**src/rtl/alu_arbiter.sv**
```systemverilog
// Two-requester round-robin arbiter/sequencer in front of a shared combinational ALU.
// Optional feature: define ALU_ARB_OPCHECK_EN to flag op codes outside the ten ALU_pkg ops.
module alu_arbiter #(
  parameter int W = 32
) (
  input  logic         clk,
  input  logic         rst_n,
  input  logic         req0_valid,
  output logic         req0_ready,
  input  logic [3:0]   req0_op,
  input  logic [W-1:0] req0_a,
  input  logic [W-1:0] req0_b,
  input  logic         req1_valid,
  output logic         req1_ready,
  input  logic [3:0]   req1_op,
  input  logic [W-1:0] req1_a,
  input  logic [W-1:0] req1_b,
  output logic         rsp_valid,
  input  logic         rsp_ready,
  output logic         rsp_id,
  output logic [W-1:0] rsp_data,
  output logic         rsp_zf,
  output logic         rsp_err,
  output logic [3:0]   alu_ctrl,
  output logic [W-1:0] alu_din1,
  output logic [W-1:0] alu_din2,
  input  logic [W-1:0] alu_dout,
  input  logic         alu_zf
);

  localparam logic [1:0] IDLE = 2'd0;
  localparam logic [1:0] EXEC = 2'd1;
  localparam logic [1:0] RESP = 2'd2;

  logic [1:0]   state;
  logic         last_grant;
  logic [3:0]   iss_op;
  logic [W-1:0] iss_a;
  logic [W-1:0] iss_b;
  logic         iss_id;

  logic         grant_id;
  logic         accept;
  logic [3:0]   sel_op;
  logic [W-1:0] sel_a;
  logic [W-1:0] sel_b;

  // NOTE: every always_comb output gets a default first so no path can leave it unassigned (no latch).
  always_comb begin
    grant_id = 1'b0;
    if (req0_valid && req1_valid) begin
      grant_id = ~last_grant;
    end else if (req1_valid) begin
      grant_id = 1'b1;
    end
  end

  assign accept     = (state == IDLE) && (req0_valid || req1_valid);
  assign req0_ready = (state == IDLE) && req0_valid && !grant_id;
  assign req1_ready = (state == IDLE) && req1_valid && grant_id;

  assign sel_op = grant_id ? req1_op : req0_op;
  assign sel_a  = grant_id ? req1_a  : req0_a;
  assign sel_b  = grant_id ? req1_b  : req0_b;

  // The ALU sees the issue registers in every state, so its delay sits between two register stages.
  assign alu_ctrl = iss_op;
  assign alu_din1 = iss_a;
  assign alu_din2 = iss_b;

`ifdef ALU_ARB_OPCHECK_EN
  // Legal ops are encoded 0 (ADD) through 9 (SLTU); 10..15 are unused codes.
  localparam logic [3:0] LAST_OP = 4'd9;

  logic iss_err;
  logic rsp_err_q;

  assign rsp_err = rsp_err_q;

  always_ff @(posedge clk or negedge rst_n) begin
    if (!rst_n) begin
      iss_err   <= 1'b0;
      rsp_err_q <= 1'b0;
    end else begin
      if (accept) begin
        iss_err <= (sel_op > LAST_OP);
      end
      if (state == EXEC) begin
        rsp_err_q <= iss_err;
      end
    end
  end
`else
  assign rsp_err = 1'b0;
`endif

  // NOTE: sequential state uses non-blocking assignments only, so every register samples pre-edge values.
  always_ff @(posedge clk or negedge rst_n) begin
    if (!rst_n) begin
      state      <= IDLE;
      last_grant <= 1'b1;
      iss_op     <= '0;
      iss_a      <= '0;
      iss_b      <= '0;
      iss_id     <= 1'b0;
      rsp_valid  <= 1'b0;
      rsp_id     <= 1'b0;
      rsp_data   <= '0;
      rsp_zf     <= 1'b0;
    end else begin
      case (state)
        IDLE: begin
          if (accept) begin
            iss_op     <= sel_op;
            iss_a      <= sel_a;
            iss_b      <= sel_b;
            iss_id     <= grant_id;
            last_grant <= grant_id;
            state      <= EXEC;
          end
        end
        EXEC: begin
`ifdef ALU_ARB_OPCHECK_EN
          rsp_data <= iss_err ? '0 : alu_dout;
          rsp_zf   <= iss_err ? 1'b0 : alu_zf;
`else
          rsp_data <= alu_dout;
          rsp_zf   <= alu_zf;
`endif
          rsp_id    <= iss_id;
          rsp_valid <= 1'b1;
          state     <= RESP;
        end
        RESP: begin
          if (rsp_ready) begin
            rsp_valid <= 1'b0;
            state     <= IDLE;
          end
        end
        default: state <= IDLE;
      endcase
    end
  end

endmodule

```
**config.mk**
```make
export PLATFORM = sky130hd
export DESIGN_NAME = alu_arbiter
export DESIGN_NICKNAME = d
export VERILOG_FILES = /design/src/rtl/alu_arbiter.sv
export SDC_FILE = /design/constraint.sdc
export NUM_CORES = 1
export LEC_CHECK = 0
export CAP_MARGIN = 20
export CORE_ASPECT_RATIO = 2
export CORE_UTILIZATION = 36
export DETAILED_ROUTE_END_ITERATION = 10
export PLACE_DENSITY_LB_ADDON = 0.2
export SYNTH_ARGS = -nofsm -noshare
export SYNTH_HDL_FRONTEND = slang
export SYNTH_SLANG_ARGS = --single-unit
```
**constraint.sdc**
```tcl
create_clock -name clk -period 1.7 [get_ports clk]
set_clock_uncertainty 0.1 [all_clocks]
set_input_delay 0.51 -clock clk [delete_from_list [all_inputs] [get_ports clk]]
set_output_delay 0.51 -clock clk [all_outputs]
set_load 0.01 [all_outputs]
```
# [Word level (Yosys, flattened, before mapping)]
# Cells that the tools add are included.
[word_totals] reg_bits=107 elab_cells=38
[classes] eq_ne=4 n_mux=10 n_bitwise=1 reduce_logical=13
[ops] cell="32-bit 2-to-1 mux" count=2
[ops] cell="1-bit logical AND" count=6
[ops] cell="2-bit one-hot mux with 3 select lines" count=1
[ops] cell="2-bit AND reduction" count=3
[ops] cell="2-bit 2-to-1 mux" count=2
[ops] cell="4-bit 2-to-1 mux" count=1
[ops] cell="2-bit inequality test (second input constant)" count=2
[ops] cell="1-bit 2-to-1 mux" count=3
[ops] cell="2-bit by 1-bit equality test with 1-bit output (second input constant)" count=1
[ops] cell="2-bit equality test (second input constant)" count=1
[ops] cell="2-bit zero test" count=1
[ops] cell="1-bit one-hot mux with 2 select lines" count=1
[ops] cell="2-bit nonzero test" count=1
[ops] cell="1-bit zero test" count=1
[ops] cell="1-bit logical OR" count=1
[ops] cell="1-bit inverter" count=1

# [Longest topological paths before layout]
[logic_depth] word_depth=4 depth_mapped=5

# [Worst setup path before layout]
# No wires, ideal clock.
[synth_timing] kind="input port to output port" start="input req1_valid" end="output req1_ready" arrival_time_ps=1289 setup_slack_ps=-199 stages=4 n_path_buf=2 cell_sequence="a21bo_1 > buf_6 > buf_6 > nor3_1"
[synth_between] elab_chain_cells=3
[synth_lines] element="start, declared" line="13" rtl="input logic req1_valid,"
[synth_lines] element="1-bit 2-to-1 mux or 1-bit logical AND (tied branches)" line="53, 51"
[synth_lines] element="1-bit 2-to-1 mux" line="51" rtl="if (req0_valid && req1_valid) begin"
[synth_lines] element="1-bit logical AND *" line="60" rtl="assign req1_ready = (state == IDLE) && req1_valid && grant_id;"
[synth_lines] element="end, declared" line="14" rtl="output logic req1_ready,"
# Every way passes the cells marked *; elsewhere a longest branch is shown, timed or not.

# [Final worst setup path]
[layout_timing] start="register last_grant" end="output req0_ready"
[layout_between] elab_chain_cells=4
[layout_lines] element="start, declared" line="36" rtl="logic last_grant;"
[layout_lines] element="start signal, assigned" line="118" rtl="last_grant <= grant_id;"
[layout_lines] element="1-bit inverter" line="52" rtl="grant_id = ~last_grant;"
[layout_lines] element="1-bit 2-to-1 mux" line="51"
[layout_lines] element="1-bit zero test" line="59" rtl="assign req0_ready = (state == IDLE) && req0_valid && !grant_id;"
[layout_lines] element="1-bit logical AND" line="59"
[layout_lines] element="end, declared" line="9" rtl="output logic req0_ready,"
# Every way passes these cells.

==> flow_summary.yaml <==
outcome:
  outcome: "complete, but fails checks"
  violations: "negative setup slack"
yosys:
  synth_area_leaders: "dfrtp_1, mux2_4, mux2_2, buf_8, buf_4"
  synth_top_area_share_pct: 49.1
  synth_cells: 315
  synth_seq_cells: 107
  synth_area_per_cell_sq_um: 17.1
  yosys.area.top_type: "dfrtp_1"
  synth_nets: 489
  synthDistinctLibCells: 22
  synth_area_sq_um: 5400
  yosysWarnings: 0
  ys_seq_area_share_pct: 49.6
clock_network:
  clock_path_buffers: 2
  cts_sinks: 107
  numCtsBuffers: 9
  root_buffer: "clkbuf_16"
  clk_latency_ns: 0.35
  htreeDepth: 3
  tritoncts: "done"
  path_clk_slew_ns: 0.08
sta:
  fin_crit_ns: 1.95
  rsz0062_at_grt: "yes"
  min_period_over_period_pct: 115
  finalSetupTns_ns: -9.22
  fin_ws_ns: -0.254
  setup_viol: 70
  hold_ws_ns: 0.400
  finalHoldViolCount: 0
  fmax_mhz: 512
  drv_slew: 0
floorplanning:
  start_util_pct: 36.6
  die_w_um: 88.6
  design.core.area_sq_um: 14700
  die_h_um: 175
  rows: 63
  dieArea_sq_um: 15500
  top_level_ports: 280
final_layout:
  nets: 784
  area_growth_pct: 63.7
  drive_gt1_share_pct: 36.0
  diodes: 0
  final_util_pct: 59.9
global_routing:
  grt_first_pass_wirelength_um: 22100
  grt_max_degree: 45
  grt-ovfl-total: 0
  grt_antenna_before_repair: 0
  grt.total_usage_pct: 19.4
  grt_pass1_vias: 4160
setup_path:
  rr_endpoint: "alu_din2[12]$_DFFE_PN0P_"
  cpPeakStageDelay_ns: 0.56
  cp.required_ns: 1.09
  cp.arrival_ns: 1.34
  endpoint_kind: "output port"
  path_max_fanout: 4
  rr_startpoint: "last_grant$_DFFE_PN1P_"
  r2r_slack_ns: -0.23
  start_kind: "register"
  critPathSlowestCell: "dfstp_2"
  path_cells: "a21bo_4 -> and3_4 -> buf_6"
  r2r_cells: 6
  path_class: "reg2out"
route:
  antenna_left: 0
  first_pass_iters: 4
  wl_per_cell_um: 18.2
  drt_iter0_markers: 86
  via_count: 3800
  drc_errors: 0
  viasPerCell: 4.70
  drt-total-wl_um: 14700
flow_run:
  cap_viol_max_count: 0
hold_path:
  holdPathStages: 1
  hp-start: "rsp_data[20]$_DFFE_PN0P_"
  hold_end: "rsp_data[20]$_DFFE_PN0P_"
  hp-class: "reg2reg"
placed_design:
  gp_congestion: 0.761
  portBuffers: 278
  dp_hpwl_um: 11400
power:
  p_leak_nw: 4.14
  vdd_drop_max_mv: 0.923
  powerDensity_nw_per_um2: 1580
## cell families after synthesis
family / count (synthesis) / share of synthesized area (%)
flip-flops: 107 / 49.6
AO/OA/AOI/OAI: 7 / 0.858
AND/OR/NAND/NOR: 7 / 0.719
other: 1 / 0.0695
buffers and inverters: 23 / 3.80
multiplexers: 170 / 44.9
## sequential cells by signal (all words and copies together) (netlist names), 2 cells and up
register,flops
alu_din1,32
state,2
alu_ctrl,4
alu_din2,32
rsp_data,32
## per-stage QoR
| stage | cells | setup WS, ns | cell area, sq um | power, mW |
|---|---|---|---|---|
| 2_1_floorplan | 315 | -0.0898 | 5410 | 8.86 |
| 3_3_place_gp | 788 | -0.842 | 8510 | 12.7 |
| 3_5_place_dp | 788 | -0.841 | 8510 | 12.8 |
| 4_1_cts | 810 | -0.267 | 8860 | 14.2 |
| 5_1_grt | 809 | -0.277 | 8830 | 14.7 |
| 6_report | 809 | -0.254 | 8830 | 13.9 |
## cells in the final DEF, fill, tap and decap left out, types with 2 or more instances in the layout
cell type / Yosys / final
mux2_2: 34 / 34
clkdlybuf4s15_1: 0 / 2
buf_4: 8 / 10
buf_16: 0 / 3
inv_8: 0 / 2
clkinv_4: 0 / 2
inv_1: 2 / 2
mux2_4: 136 / 136
buf_8: 6 / 3
dfrtp_1: 106 / 106
dlygate4sd2_1: 0 / 103
clkdlybuf4s50_1: 0 / 170
buf_12: 0 / 11
a21oi_1: 3 / 3
clkbuf_16: 0 / 9
## routing by layer
metal,global-route usage (%),up-vias,part of all wire [%]
li1,-,1712,-
met1,18.7,1897,32
met2,37.7,164,59
met3,3.54,27,5.3
met4,8.87,0,3.7
met5,0,-,0
## worst max-delay path by stage
stage / startpoint / cells after the start / slack [ns] / endpoint
6_report: last_grant$_DFFE_PN1P_ / 3 / -0.25 / req0_ready
5_1_grt: last_grant$_DFFE_PN1P_ / 3 / -0.28 / req0_ready
4_1_cts: last_grant$_DFFE_PN1P_ / 3 / -0.27 / req0_ready
3_5_place_dp: req1_valid / 4 / -0.84 / req1_ready
3_3_place_gp: req1_valid / 4 / -0.84 / req1_ready
2_1_floorplan: req1_valid / 4 / -0.09 / req1_ready
## power breakdown
part | total, mW | switching (mW) | internal, mW
sequential | 4.56 | 0.674 | 3.89
combinational | 7.37 | 2.87 | 4.51
clock | 2.01 | 0.962 | 1.05
## layout make-up
class,count,area (sq um)
clock inverters,5,47.5
clock buffers,10,239
inverters,2,7.51
multi-input cells,185,2540
fillers,1256,5910
repair buffers,305,3070
flip-flops and latches,107,2680
well taps,195,244
## worst max-delay path: cells and delay by family, from the launching register on
| kind | cells | cell delay (ns) |
|---|---|---|
| DFF | 1 | 0.56 |
| and+or+nand+nor | 1 | 0.18 |
| AOI/OAI and AO/OA | 1 | 0.16 |
| buffers and inverters | 1 | 0.09 |
## cell usage after synthesis, drive strengths merged
cell,instances
a21bo,1
dfrtp,106
and3,1
or2,1
nor2,1
a21oi,3
o21a,1
nor3b,1
nor2b,1
conb,1
dfstp,1
mux2,170
inv,2
buf,21
o21bai,1
a31oi,1
nand2,1
nor3,1
## timing repair
action / 4_1_cts / 5_1_grt
hold endpoints to repair: 17 / 0
gates resized for setup: 132 / 2
hold buffers: 1 / 0
buffers inserted: 3 / 1
pin swaps: 3 / 0
endpoints found under the setup margin: 173 / 70
cloned: 3 / 0
No activity file was read; power rests on OpenSTA's default activity.
==> RTL change 1, RTL diff (same flow settings) <==
The parameter `W` goes from 32 to 40.
--- a/src/rtl/alu_arbiter.sv
+++ b/src/rtl/alu_arbiter.sv
@@ -1,7 +1,7 @@
 // Two-requester round-robin arbiter/sequencer in front of a shared combinational ALU.
 // Optional feature: define ALU_ARB_OPCHECK_EN to flag op codes outside the ten ALU_pkg ops.
 module alu_arbiter #(
-  parameter int W = 32
+  parameter int W = 40
 ) (
   input  logic         clk,
   input  logic         rst_n,
Ports: changed (8 resized); port bits go from 280 to 344. The function was not compared with the original's and may differ.
==> RTL change 1 against the unedited design <==
The run still ends with setup timing left; routed wire length up 30%; design area rose by 24%; worst setup slack got worse by 32 ps; synthesized area is 16% higher; register-to-register slack worse by 60 ps; total power rose by 29%; highest routed layer unchanged; sequential cell count up 24; core utilization grew 5.1 points; sequential share of layout area is 0.41 points lower.
==> RTL change 1: results (changes against the unedited design) <==
metric	value	unit	change
peakVddDrop	1050	uV	+14%
whs_endpoint	alu_din2[2]		
min_from	alu_din2[2]		
antenna_found_initial	3		+3
combPwrFrac	49.9	%	-3.0 points
nFillCells	1286		+2.4%
status	finished with violations		
grt_max_degree	44		-2.2%
gp_congestion	0.811		+6.6%
worst_slack	-286	ps	-32.0 ps
grt_pass1_vias	5244		+26%
htreeDepth	4		+1
numPortBuffers	342		+23%
power_frac_seq	31.2	%	-1.5 points
nets	979		+25%
synthTopCellsByArea	dfrtp_1 52%, mux2_2 24%, mux2_4 18%, buf_2 1.0%, buf_12 0.96%		
syn_nets	598		+22%
setup_violations	86		+23%
r2r-end	alu_din2[20]		
ys_types	24		+9.1%
grtUsageMet2	41.3	%	+3.6 points
switching_share	31.5	%	-0.74 points
dp_hpwl	14100	um	+24%
violations	setup timing		
met1_usage	19.5	%	+0.86 points
drt_wl_total	19200	um	+30%
grtUsageTotal	21.2	%	+1.8 points
dr_wl_met2	11200	um	+30%
-- RTL change 1: worst max path at each step --
stage                 end
3_5_place_dp   req1_ready
2_1_floorplan  req0_ready
3_3_place_gp   req1_ready
5_1_grt        req0_ready
6_report       req0_ready
4_1_cts        req1_ready
-- RTL change 1: logic make-up after synthesis --
kind of cell / after synthesis / share of synthesized area (%)
multiplexers: 210 / 42.5
flip-flops: 131 / 52.6
buffers and inverters: 28 / 3.51
AO/OA/AOI/OAI: 7 / 0.742
AND/OR/NAND/NOR: 7 / 0.622
other: 1 / 0.0601
-- RTL change 1: worst reg2reg max path, stage by stage (launching register included) --
cell       delay (ps)
dfstp_2           550
a21bo_4           140
buf_4             140
buf_12            170
clkbuf_16         170
mux2_2            330
mux2_2            260
-- RTL change 1: timing repair --
action                     CTS  global route
pin swaps                    2             1
hold buffers                 1             0
setup endpoints to repair  213           129
gates cloned                 6             5
setup buffers                3             0
hold endpoints to repair    23             0
resized for setup          253            44
-- RTL change 1: stage by stage --
step | hold slack [ps] | setup TNS, ps | worst slack, ps | power (mW) | instances
2_1_floorplan | 114 | -9850 | -166 | 10.2 | 384
3_3_place_gp | 317 | -61630 | -866 | 15.0 | 938
3_5_place_dp | 324 | -62940 | -876 | 15.3 | 938
4_1_cts | 402 | -21530 | -330 | 18.2 | 979
5_1_grt | 413 | -25160 | -326 | 19.0 | 987
6_report | 396 | -21190 | -286 | 18.0 | 987
-- RTL change 1: cell type report --
| type | instances | share of cell area, % |
|---|---|---|
| antenna | 3 | 0.0685 |
| clock buffer | 21 | 4.20 |
| clock inverter | 10 | 0.776 |
| inverter | 2 | 0.0685 |
| multi-input combinational | 225 | 25.4 |
| sequential | 131 | 29.9 |
| tap | 207 | 2.36 |
| timing repair buffer | 388 | 37.2 |
==> RTL change 2, RTL diff (same flow settings) <==
Without the edit above. Build with the macro `ALU_ARB_OPCHECK_EN` defined.
--- a/src/rtl/alu_arbiter.sv
+++ b/src/rtl/alu_arbiter.sv
@@ -1,5 +1,7 @@
 // Two-requester round-robin arbiter/sequencer in front of a shared combinational ALU.
 // Optional feature: define ALU_ARB_OPCHECK_EN to flag op codes outside the ten ALU_pkg ops.
+`define ALU_ARB_OPCHECK_EN
+
 module alu_arbiter #(
   parameter int W = 32
 ) (
Function: changed (a bounded check fails within 4 cycles, from zero or initial values and one cycle with rst_n low).
==> RTL change 2 against the unedited design <==
The flow still finishes with violations (setup timing); count of clock-buffer cells in the layout stayed put; register-to-register slack gained 110 ps; routed wire length increased by 9.0%; sequential share of layout area is 0.080 points higher; synthesized area decreased by 4.4%; largest cell class unchanged; design area increased by 1.6%; critical path type unchanged; sequential cell count grew 2; total power decreased by 1.2%; clock power grew 10%; core utilization up 4.3 points; worst setup slack better by 100 ps; maximum frequency increased by 5.6%; hold slack worse by 26 ps.
==> RTL change 2: results (changes against the unedited design) <==
metric	value	unit	change
synth.area.mux_share	31.6	%	-13 points
critPathArrivalTime	1240	ps	-100 ps
reg2regPathDepth	6		unchanged
worst_slack	-151	ps	+103 ps
synth-edff-count	0		unchanged
dp.cells	856		+8.6%
buffer_area_share	35.1	%	+0.27 points
viasPerCell	4.71		+0.36%
finalSetupTns	-4700	ps	+4520 ps
whs_endpoint	rsp_data[15]		
regArea	2730	um^2	+1.9%
core-area	14000	um^2	-5.2%
dp_hpwl	11200	um	-1.3%
numPortBuffers	279		+0.36%
hold_slack	374	ps	-26.0 ps
grt_pass1_vias	4394		+5.6%
setup_violations	69		-1.4%
inverters	2		unchanged
syn_area_per_cell	13.1	um^2	-24%
status	finished with violations		
drt_wl_total	16000	um	+9.0%
final-clk-cell-share	3.39	%	+0.14 points
antenna_found_initial	0		unchanged
syn_nets	568		+16%
synth_seq_area_share	52.9	%	+3.3 points
nets	867		+11%
signal_buffers	314		+3.0%
nFillCells	1145		-8.8%
nMultiInputCombCells	257		+39%
synthTopCellsByArea	dfrtp_1 52%, mux2_2 26%, mux2_4 5.2%, nand2b_1 4.2%, o21ai_0 3.6%		
placedInstanceArea	8240	um^2	-3.2%
synth_compound_area_share	4.66	%	+3.8 points
min_from	rsp_data[15]		
power.leakage	4.16	nW	+0.55%
post-synth-top-count-cell	mux2_2		
clock-sinks	109		+1.9%
place_ws	-886	ps	-44.5 ps
multi_input_area	2550	um^2	+0.30%
final_cell_count_no_fill	885		+9.4%
grt_pass1_wl	23400	um	+6.1%
nClkBuffers	10		unchanged
drt_iter0_drc	59		-31%
gp_congestion	0.739		-2.9%
peakVddDrop	735	uV	-20%
whs_path_depth	2		+1
grtUsageTotal	21.0	%	+1.6 points
drive_gt1_share	28.2	%	-7.8 points
cellPowerDensity	1540	nW/um^2	-2.7%
rrSetupSlack	-120	ps	+110 ps
synth_common_cells	120 x mux2_2, 108 x dfrtp_1, 37 x o21ai_0		
violations	setup timing		
crit_slowest_cell	dfstp_2		
r2r-end	alu_din2[27]		
## RTL change 2: cell types whose count changed in the layout (fill, tap and decap cells not counted), sizes merged, moves of 8 or more
cell    before  now
buf         29   37
mux2       170  138
nand2        1   36
nand2b       0   35
o21ai        0   37
## RTL change 2: where the power goes
group	total [mW]	switching [mW]	internal, mW
logic	6.98	2.90	4.08
registers	4.60	0.730	3.87
clock network	2.21	0.928	1.28
## RTL change 2: layer usage
layer	global-route usage [%]	vias up	wire length, um	share of wire (%)
li1	-	1957	-	-
met1	22.1	2023	5920	37
met2	39.7	165	8760	55
met3	4.85	27	907	5.7
met4	7.46	0	458	2.9
met5	0	-	0	0
## RTL change 2: what timing repair did
action / CTS / global route
setup buffers: 7 / 6
hold buffers: 1 / 0
gates resized for setup: 154 / 69
pin swaps: 2 / 2
cloned: 6 / 2
endpoints found under the hold margin: 18 / 0
endpoints found under the setup margin: 175 / 72
